==> src/rtl/mem_access.sv <==
// Memory stage of the RV32I pipeline: issues loads/stores over a req/ack port,
// stalls upstream while an access is outstanding and produces the writeback value.
module mem_access #(
    parameter int TIMEOUT = 16
) (
    input  logic        clk,
    input  logic        rst,
    input  logic        valid_in,
    input  logic [6:0]  opcode,
    input  logic [2:0]  funct3,
    input  logic [31:0] result,
    input  logic [31:0] data,
    input  logic [4:0]  rd_in,
    output logic        stall,
    output logic        mem_req,
    output logic        mem_we,
    output logic [31:0] mem_addr,
    output logic [31:0] mem_wdata,
    output logic [3:0]  mem_wstrb,
    input  logic [31:0] mem_rdata,
    input  logic        mem_ack,
    output logic        wb_valid,
    output logic [4:0]  wb_rd,
    output logic [31:0] rdMem,
    output logic        mem_err,
    output logic [1:0]  err_cause,
    output logic [31:0] err_addr
);
    // state | meaning
    // IDLE  | ready to evaluate the instruction from execute
    // WAIT  | access outstanding, mem_req held until ack or timeout
    localparam logic [0:0] S_IDLE = 1'b0;
    localparam logic [0:0] S_WAIT = 1'b1;

    localparam logic [6:0] OP_LOAD  = 7'b0000011;
    localparam logic [6:0] OP_STORE = 7'b0100011;

    localparam int            CW       = $clog2(TIMEOUT) + 1;
    localparam logic [CW-1:0] CNT_LAST = CW'(TIMEOUT - 1);

    logic [0:0]    state_q, state_d;
    logic [CW-1:0] cnt_q, cnt_d;
    logic [31:0]   addr_q, addr_d;
    logic          we_q, we_d;
    logic [2:0]    f3_q, f3_d;
    logic [4:0]    rd_q, rd_d;
    logic [31:0]   wdata_q, wdata_d;
    logic [3:0]    wstrb_q, wstrb_d;
    logic          wb_valid_q, wb_valid_d;
    logic [4:0]    wb_rd_q, wb_rd_d;
    logic [31:0]   rdmem_q, rdmem_d;
    logic          mem_err_q, mem_err_d;
    logic [1:0]    err_cause_q, err_cause_d;
    logic [31:0]   err_addr_q, err_addr_d;

    logic        is_load, is_store, is_mem, legal, aligned, idle, accept;
    logic [7:0]  ld_byte;
    logic [15:0] ld_half;
    logic [31:0] ld_val;

    assign is_load  = (opcode == OP_LOAD);
    assign is_store = (opcode == OP_STORE);
    assign is_mem   = is_load | is_store;
    assign idle     = (state_q == S_IDLE);

    always_comb begin
        legal = 1'b0;
        if (is_load)
            legal = (funct3 != 3'b011) && (funct3 != 3'b110) && (funct3 != 3'b111);
        else if (is_store)
            legal = (funct3 < 3'b011);
        case (funct3[1:0])
            2'b01:   aligned = ~result[0];
            2'b10:   aligned = (result[1:0] == 2'b00);
            default: aligned = 1'b1;
        endcase
    end

    assign accept = idle & valid_in & is_mem & aligned & legal;

    always_comb begin
        case (addr_q[1:0])
            2'd0:    ld_byte = mem_rdata[7:0];
            2'd1:    ld_byte = mem_rdata[15:8];
            2'd2:    ld_byte = mem_rdata[23:16];
            default: ld_byte = mem_rdata[31:24];
        endcase
        ld_half = addr_q[1] ? mem_rdata[31:16] : mem_rdata[15:0];
        case (f3_q)
            3'b000:  ld_val = {{24{ld_byte[7]}}, ld_byte};
            3'b001:  ld_val = {{16{ld_half[15]}}, ld_half};
            3'b100:  ld_val = {24'd0, ld_byte};
            3'b101:  ld_val = {16'd0, ld_half};
            default: ld_val = mem_rdata;
        endcase
    end

    always_comb begin
        state_d     = state_q;
        cnt_d       = cnt_q;
        addr_d      = addr_q;
        we_d        = we_q;
        f3_d        = f3_q;
        rd_d        = rd_q;
        wdata_d     = wdata_q;
        wstrb_d     = wstrb_q;
        wb_valid_d  = 1'b0;
        wb_rd_d     = wb_rd_q;
        rdmem_d     = rdmem_q;
        mem_err_d   = 1'b0;
        err_cause_d = err_cause_q;
        err_addr_d  = err_addr_q;
        if (idle) begin
            if (valid_in && !is_mem) begin
                wb_valid_d = 1'b1;
                wb_rd_d    = rd_in;
                rdmem_d    = result;
            end else if (accept) begin
                state_d = S_WAIT;
                cnt_d   = '0;
                addr_d  = result;
                we_d    = is_store;
                f3_d    = funct3;
                rd_d    = rd_in;
                wdata_d = 32'd0;
                wstrb_d = 4'b0000;
                if (is_store) begin
                    case (funct3[1:0])
                        2'b00: begin
                            wdata_d = {4{data[7:0]}};
                            wstrb_d = 4'b0001 << result[1:0];
                        end
                        2'b01: begin
                            wdata_d = {2{data[15:0]}};
                            wstrb_d = result[1] ? 4'b1100 : 4'b0011;
                        end
                        default: begin
                            wdata_d = data;
                            wstrb_d = 4'b1111;
                        end
                    endcase
                end
            end else if (valid_in) begin
                // memory op rejected: illegal encoding takes precedence over alignment
                mem_err_d   = 1'b1;
                err_cause_d = legal ? 2'b01 : 2'b10;
                err_addr_d  = result;
            end
        end else begin
            if (mem_ack) begin
                state_d = S_IDLE;
                if (!we_q) begin
                    wb_valid_d = 1'b1;
                    wb_rd_d    = rd_q;
                    rdmem_d    = ld_val;
                end
            end else if (cnt_q == CNT_LAST) begin
                state_d     = S_IDLE;
                mem_err_d   = 1'b1;
                err_cause_d = 2'b11;
                err_addr_d  = addr_q;
            end else begin
                cnt_d = cnt_q + 1'b1;
            end
        end
    end

    always_ff @(posedge clk) begin
        if (rst) begin
            state_q     <= S_IDLE;
            cnt_q       <= '0;
            addr_q      <= '0;
            we_q        <= 1'b0;
            f3_q        <= '0;
            rd_q        <= '0;
            wdata_q     <= '0;
            wstrb_q     <= '0;
            wb_valid_q  <= 1'b0;
            wb_rd_q     <= '0;
            rdmem_q     <= '0;
            mem_err_q   <= 1'b0;
            err_cause_q <= '0;
            err_addr_q  <= '0;
        end else begin
            state_q     <= state_d;
            cnt_q       <= cnt_d;
            addr_q      <= addr_d;
            we_q        <= we_d;
            f3_q        <= f3_d;
            rd_q        <= rd_d;
            wdata_q     <= wdata_d;
            wstrb_q     <= wstrb_d;
            wb_valid_q  <= wb_valid_d;
            wb_rd_q     <= wb_rd_d;
            rdmem_q     <= rdmem_d;
            mem_err_q   <= mem_err_d;
            err_cause_q <= err_cause_d;
            err_addr_q  <= err_addr_d;
        end
    end

    assign stall     = accept | (~idle & ~mem_ack);
    assign mem_req   = ~idle;
    assign mem_we    = we_q;
    assign mem_addr  = {addr_q[31:2], 2'b00};
    assign mem_wdata = wdata_q;
    assign mem_wstrb = wstrb_q;
    assign wb_valid  = wb_valid_q;
    assign wb_rd     = wb_rd_q;
    assign rdMem     = rdmem_q;
    assign mem_err   = mem_err_q;
    assign err_cause = err_cause_q;
    assign err_addr  = err_addr_q;
endmodule

==> config.mk <==
export PLATFORM = sky130hd
export DESIGN_NAME = mem_access
export DESIGN_NICKNAME = d
export VERILOG_FILES = /design/src/rtl/mem_access.sv
export SDC_FILE = /design/constraint.sdc
export NUM_CORES = 1
export LEC_CHECK = 0
export BUFFER_PORTS_ARGS = -buffer_cell sky130_fd_sc_hd__buf_2
export CAP_MARGIN = 20
export CORE_UTILIZATION = 35
export DETAILED_ROUTE_END_ITERATION = 6
export PLACE_DENSITY_LB_ADDON = 0.1
export SYNTH_ARGS = -nofsm -noshare
export SYNTH_HDL_FRONTEND = slang
export SYNTH_SLANG_ARGS = --single-unit
==> constraint.sdc <==
create_clock -name clk -period 3.9 [get_ports clk]
set_clock_uncertainty 0.15 [all_clocks]
set_input_delay 0.78 -clock clk [delete_from_list [all_inputs] [get_ports clk]]
set_output_delay 0.78 -clock clk [all_outputs]
set_load 0.03 [all_outputs]
==> results of run 1 <==
## layer usage
metal / global-route usage / vias to the layer above
li1: - / 3332
met1: 0.3111 / 3222
met2: 0.3535 / 234
met3: 0.06429 / 11
met4: 0.04485 / 2
met5: 0 / -
## power by group
part           total, mW  leakage (nW)  internal, mW  switching [mW]
sequential          1.63          1.26          1.62          0.0136
clock               1.63         0.268         0.951           0.676
combinational      0.384          2.25         0.133           0.250
total               3.64          3.79          2.70           0.940
## area by class of cell
class | count | area (µm²)
tap | 270 | 337.8
clock buffer | 19 | 442.9
timing repair buffer | 273 | 1424
inverter | 7 | 26.28
antenna | 3 | 7.507
sequential | 156 | 3127
fill | 2131 | 11290
clock inverter | 10 | 116.4
multi-input combinational | 552 | 3721
## worst max-delay path: cells and delay by family
| kind | cells | cell delay, ps |
|---|---|---|
| simple gates | 1 | 70 |
| compound gates | 2 | 580 |
| buf+inv | 5 | 670 |
| fa+ha+maj | 1 | 140 |
## worst max-delay path by stage
stage               startpoint    end  depth (start not counted)
detailed placement   funct3[1]  stall                          9
CTS                  funct3[1]  stall                          9
global route         funct3[1]  stall                          9
floorplan            funct3[0]  stall                          8
global placement     funct3[1]  stall                          9
finish               funct3[1]  stall                          9
## kinds of logic after synthesis
family / Yosys count / share of synthesized area
compound gates: 274 / 0.2773
fa+ha+maj: 6 / 0.01015
flops: 156 / 0.4223
buf+inv: 114 / 0.07969
xor+xnor: 2 / 0.002369
simple gates: 211 / 0.1267
other cells: 1 / 0.0005071
mux: 57 / 0.08088
## flip-flops by register name, indices dropped and copies added, names as in the netlist
register / count
err_addr: 32
addr_q: 32
f3_q: 3
rdMem: 32
mem_err: 1
mem_req: 1
mem_we: 1
wb_valid: 1
err_cause: 2
wb_rd: 5
cnt_q: 5
mem_wstrb: 4
rd_q: 5
mem_wdata: 32
## per-stage QoR
stage                     cells  hold slack (ps)  setup WS [ps]
after global routing       1287            318.5          617.5
after global placement     1258            288.0          752.7
after CTS                  1287            304.4          734.4
after detailed placement   1258            292.9          743.1
final                      1290            299.7          733.2
after floorplan             822            286.0          696.1
## synthesized netlist by cell type (7+ instances only)
| cell | instances | area share |
|---|---|---|
| nor2b_1 | 11 | 0.0093 |
| a22o_1 | 10 | 0.012 |
| buf_4 | 32 | 0.032 |
| a221oi_1 | 22 | 0.026 |
| buf_2 | 9 | 0.0061 |
| nor2_1 | 26 | 0.013 |
| mux2i_1 | 44 | 0.060 |
| dfxtp_1 | 156 | 0.42 |
| mux2_2 | 12 | 0.018 |
| nand2b_1 | 10 | 0.0085 |
| nand2_1 | 138 | 0.070 |
| a222oi_1 | 7 | 0.0095 |
| inv_1 | 7 | 0.0036 |
| clkbuf_1 | 61 | 0.031 |
| o2bb2ai_2 | 20 | 0.041 |
| a22oi_1 | 9 | 0.0091 |
| a21oi_1 | 64 | 0.043 |
| a211oi_1 | 77 | 0.078 |
| o21ai_0 | 35 | 0.024 |
==> flow_summary.ini, run 1 <==
[outcome]
outcome = finished, violations left
violations = DRC

[global_routing]
grt_max_degree = 73
grt_pass1_vias = 6530
grt_first_pass_wirelength_um = 37890
antenna_found_initial = 3
overflow = 0
grt.total_usage = 0.2267

[final_layout]
finalNetCount = 1128
final_common_cell = buf_2
area_delta_synth_final_pct = 24.45
layout-drive-gt1-share = 0.3451
final_area_um2 = 9203
final_core_util = 0.4490
layout_common_cells = 255 x buf_2, 155 x dfxtp_1, 138 x nand2_1

[clock_network]
clk_path_buf_depth = 2
clock_latency_ps = 420
postCtsSetupBuffers = 0
cts_hold_buf = 0
numClockSinks = 156
cts-root-buf = clkbuf_16
cts_tree = yes
cts_resized = 0
cts_made_buffers = 17
clk_pin_slew_ps = 60
ctsHtreeMaxLevel = 4

[logic_synthesis]
ys.flop_type = dfxtp_1
ys_types = 52
synth-seq-area-share = 0.4223
synth-seq-cells = 156
async_flop_share = 0
yosysWarnings = 0
syn-instance-count = 821
syn_area_um2 = 7395
synth_edf_count = 0
avgSynthCellArea_um2 = 9.007

[worst_setup_path]
max_stage_delay_ps = 370
reg2reg_slack_ps = 1270
r2r-end = mem_wstrb[3]$_SDFFE_PP0P_
required_ps = 2970
reg2regPathDepth = 5
arrival_ps = 2240
end_kind = output pin
crit_chain = buf_2 -> inv_1 -> ha_1 -> buf_4 -> inv_1 -> a21o_1 -> a211o_2 -> nand2_1 -> buf_2
cp-start-kind = input pin
reg2reg_from = mem_req$_SDFF_PP0_
crit_fanout = 12
crit_type = input pin to output pin
slowest_stage = a211o_2

[min_path]
min_from = rdMem[2]$_SDFFE_PP0P_
hold_path.class = flop to flop
hold_path_end = rdMem[2]$_SDFFE_PP0P_
holdPathStages = 2

[power]
max-vdd-ir-drop_uv = 299.5
leakage_nw = 3.787
power_density_nw_per_um2 = 395.8
power.total_mw = 3.642

[timing]
fmax_ghz = 0.3158
setup_tns_ps = 0
finalSetupViolCount = 0
slew_headroom = 0.2609
period_share = 0.8120
worst_slew_pin_slew_ps = 1106
hold_violations = 0
rsz0062_at_grt = no
drv_slew = 0
period_needed_ps = 3167

[route]
first_iter_violations = 419
viasPerCell = 5.272
wl_per_cell_um = 19.26
routed_wl_um = 24850
wl_met2_um = 11110
drt_first_pass_iters = 7
route.detailed.drc = 1
routed.top_layer = met5
via_count = 6801
met1_length_um = 11680
final_antenna_net_count = 0
met3_length_um = 1876

[run]
maxCapViolCount = 0

[floorplan]
ios = 259
rows = 52
coreArea_um2 = 20490
die_height_um = 147.4
initial_core_util = 0.3608
die_w_um = 147.4
design.die.area_um2 = 21710

[placed_design]
placed_cell_area_um2 = 8636
place_congestion = 0.7888
io_buffers = 256
dpl.hpwl_um = 17240
Power figures use the tool's default switching activity.
==> inputs of run 2 (changes only) <==
==> constraint.sdc (replaced) <==
create_clock -name clk -period 3.3 [get_ports clk]
set_clock_uncertainty 0.15 [all_clocks]
set_input_delay 0.66 -clock clk [delete_from_list [all_inputs] [get_ports clk]]
set_output_delay 0.66 -clock clk [all_outputs]
set_load 0.03 [all_outputs]
==> flow_summary.ini, run 2 (same netlist as run 1, synthesis figures left out) <==
[final_layout]
layout_common_cells = 255 x buf_2, 155 x dfxtp_1, 138 x nand2_1
num-fill-cells = 2099
layout-drive-gt1-share = 0.3480
finalNetCount = 1132
final_common_cell = buf_2
area_delta_synth_final_pct = 25.45
stdcell_count = 1297
final_area_um2 = 9276

[worst_setup_path]
end_kind = output pin
critical-path-top-delay-family = compound AO/OA/AOI/OAI gates
required_ps = 2490
cp_common_cell = buf_2
slowest_stage = a211o_2
crit_buf_inv = 3
max_stage_delay_ps = 340
cp-start-kind = input pin
arrival_ps = 2130
crit_type = input pin to output pin
crit_fanout = 5
crit_chain = buf_2 -> inv_1 -> ha_1 -> a211oi_1 -> a21oi_1 -> a211o_2 -> nand2_1 -> buf_2

[global_routing]
grt.total_usage = 0.2305
grt_max_degree = 53
antenna_found_initial = 3
grt_first_pass_wirelength_um = 38610
overflow = 0
grt_pass1_vias = 6681

[clock_network]
cts_hold_buf = 0
numClockSinks = 156
cts-root-buf = clkbuf_16
clock_latency_ps = 420
cts_resized = 0
cts_made_buffers = 17
clk_pin_slew_ps = 70
ctsHtreeMaxLevel = 4
postCtsSetupBuffers = 0
cts_tree = yes
clk_path_buf_depth = 2

[route]
route.detailed.drc = 0
via_count = 6916
routed_wl_um = 25190
final_antenna_net_count = 0
drt_first_pass_iters = 6
viasPerCell = 5.332
first_iter_violations = 411
wl_per_cell_um = 19.42

[power]
max-vdd-ir-drop_uv = 370.0
power_density_nw_per_um2 = 478.4
leakage_nw = 3.827

[timing]
rsz0062_at_grt = no
period_share = 0.8901
slew_headroom = 0.2880
whs_ps = 306.0
worst_slack_ps = 362.8
period_needed_ps = 2937
setup_tns_ps = 0
fmax_ghz = 0.3405
drv_slew = 0
worst_slew_pin_slew_ps = 1065
finalSetupViolCount = 0
hold_violations = 0

[floorplan]
rows = 52
design.die.area_um2 = 21710
initial_core_util = 0.3608
ios = 259
coreArea_um2 = 20490
die_w_um = 147.4
die_height_um = 147.4

[placed_design]
placed_cell_area_um2 = 8646
place_inst = 1261
dp_slack_ps = 235.2
place_congestion = 0.8136
io_buffers = 256
dpl.hpwl_um = 17560

[min_path]
hold_path.class = flop to flop

[run]
maxCapViolCount = 0

[outcome]
outcome = completed
-- run 2: cell count changes in the layout (fill, tap and decap cells not counted), sizes merged --
| cell | before | now |
|---|---|---|
| bufinv | 2 | 3 |
| diode | 3 | 4 |
| clkbuf | 19 | 21 |
| buf | 273 | 277 |
| clkinv | 2 | 3 |
| inv | 10 | 8 |
-- run 2: worst paths after layout --
check / depth (start not counted) / from / slack [ps] / end
setup / recovery: 8 / funct3[0] / 360 / stall
setup reg to reg: 4 / mem_req$_SDFF_PP0_ / 860 / mem_wdata[0]$_SDFFE_PP0P_
hold / removal: 2 / rd_q[4]$_SDFFE_PP0P_ / 310 / rd_q[4]$_SDFFE_PP0P_
hold reg to reg: 2 / rd_q[4]$_SDFFE_PP0P_ / 310 / rd_q[4]$_SDFFE_PP0P_
-- run 2: worst register-to-register path: cells and delay by family, from the launching register on --
family | cells | cell delay, ps
compound gates | 1 | 270
simple gates | 3 | 1510
flops | 1 | 460
-- run 2: power by group --
part           switching (mW)  internal, mW  total (mW)
registers              0.0159          1.91        1.93
clock network           0.822          1.23        2.05
logic                   0.299         0.161       0.460
-- run 2: stage by stage --
step / total power, mW / util
6_report: 4.438 / 0.4526
5_1_grt: 4.597 / 0.4521
4_1_cts: 4.488 / 0.4512
3_5_place_dp: 2.427 / 0.4219
3_3_place_gp: 2.428 / 0.4219
2_1_floorplan: 2.234 / -
-- run 2: layout make-up --
cell class	count	area, µm²	share of cell area
clock inverter	10	140.1	0.01511
tap	270	337.8	0.03642
clock buffer	21	460.4	0.04964
multi-input combinational	552	3721	0.4011
timing repair buffer	277	1454	0.1567
sequential	156	3127	0.3371
antenna	4	10.01	0.001079
inverter	7	26.28	0.002832
-- run 2: per-layer routing --
metal	vias to the layer above	global-route usage	wire length [µm]
met5	-	0	13
met4	2	0.05464	213
met3	20	0.05683	1809
met2	246	0.3608	11550
met1	3299	0.3170	11610
li1	3349	-	-
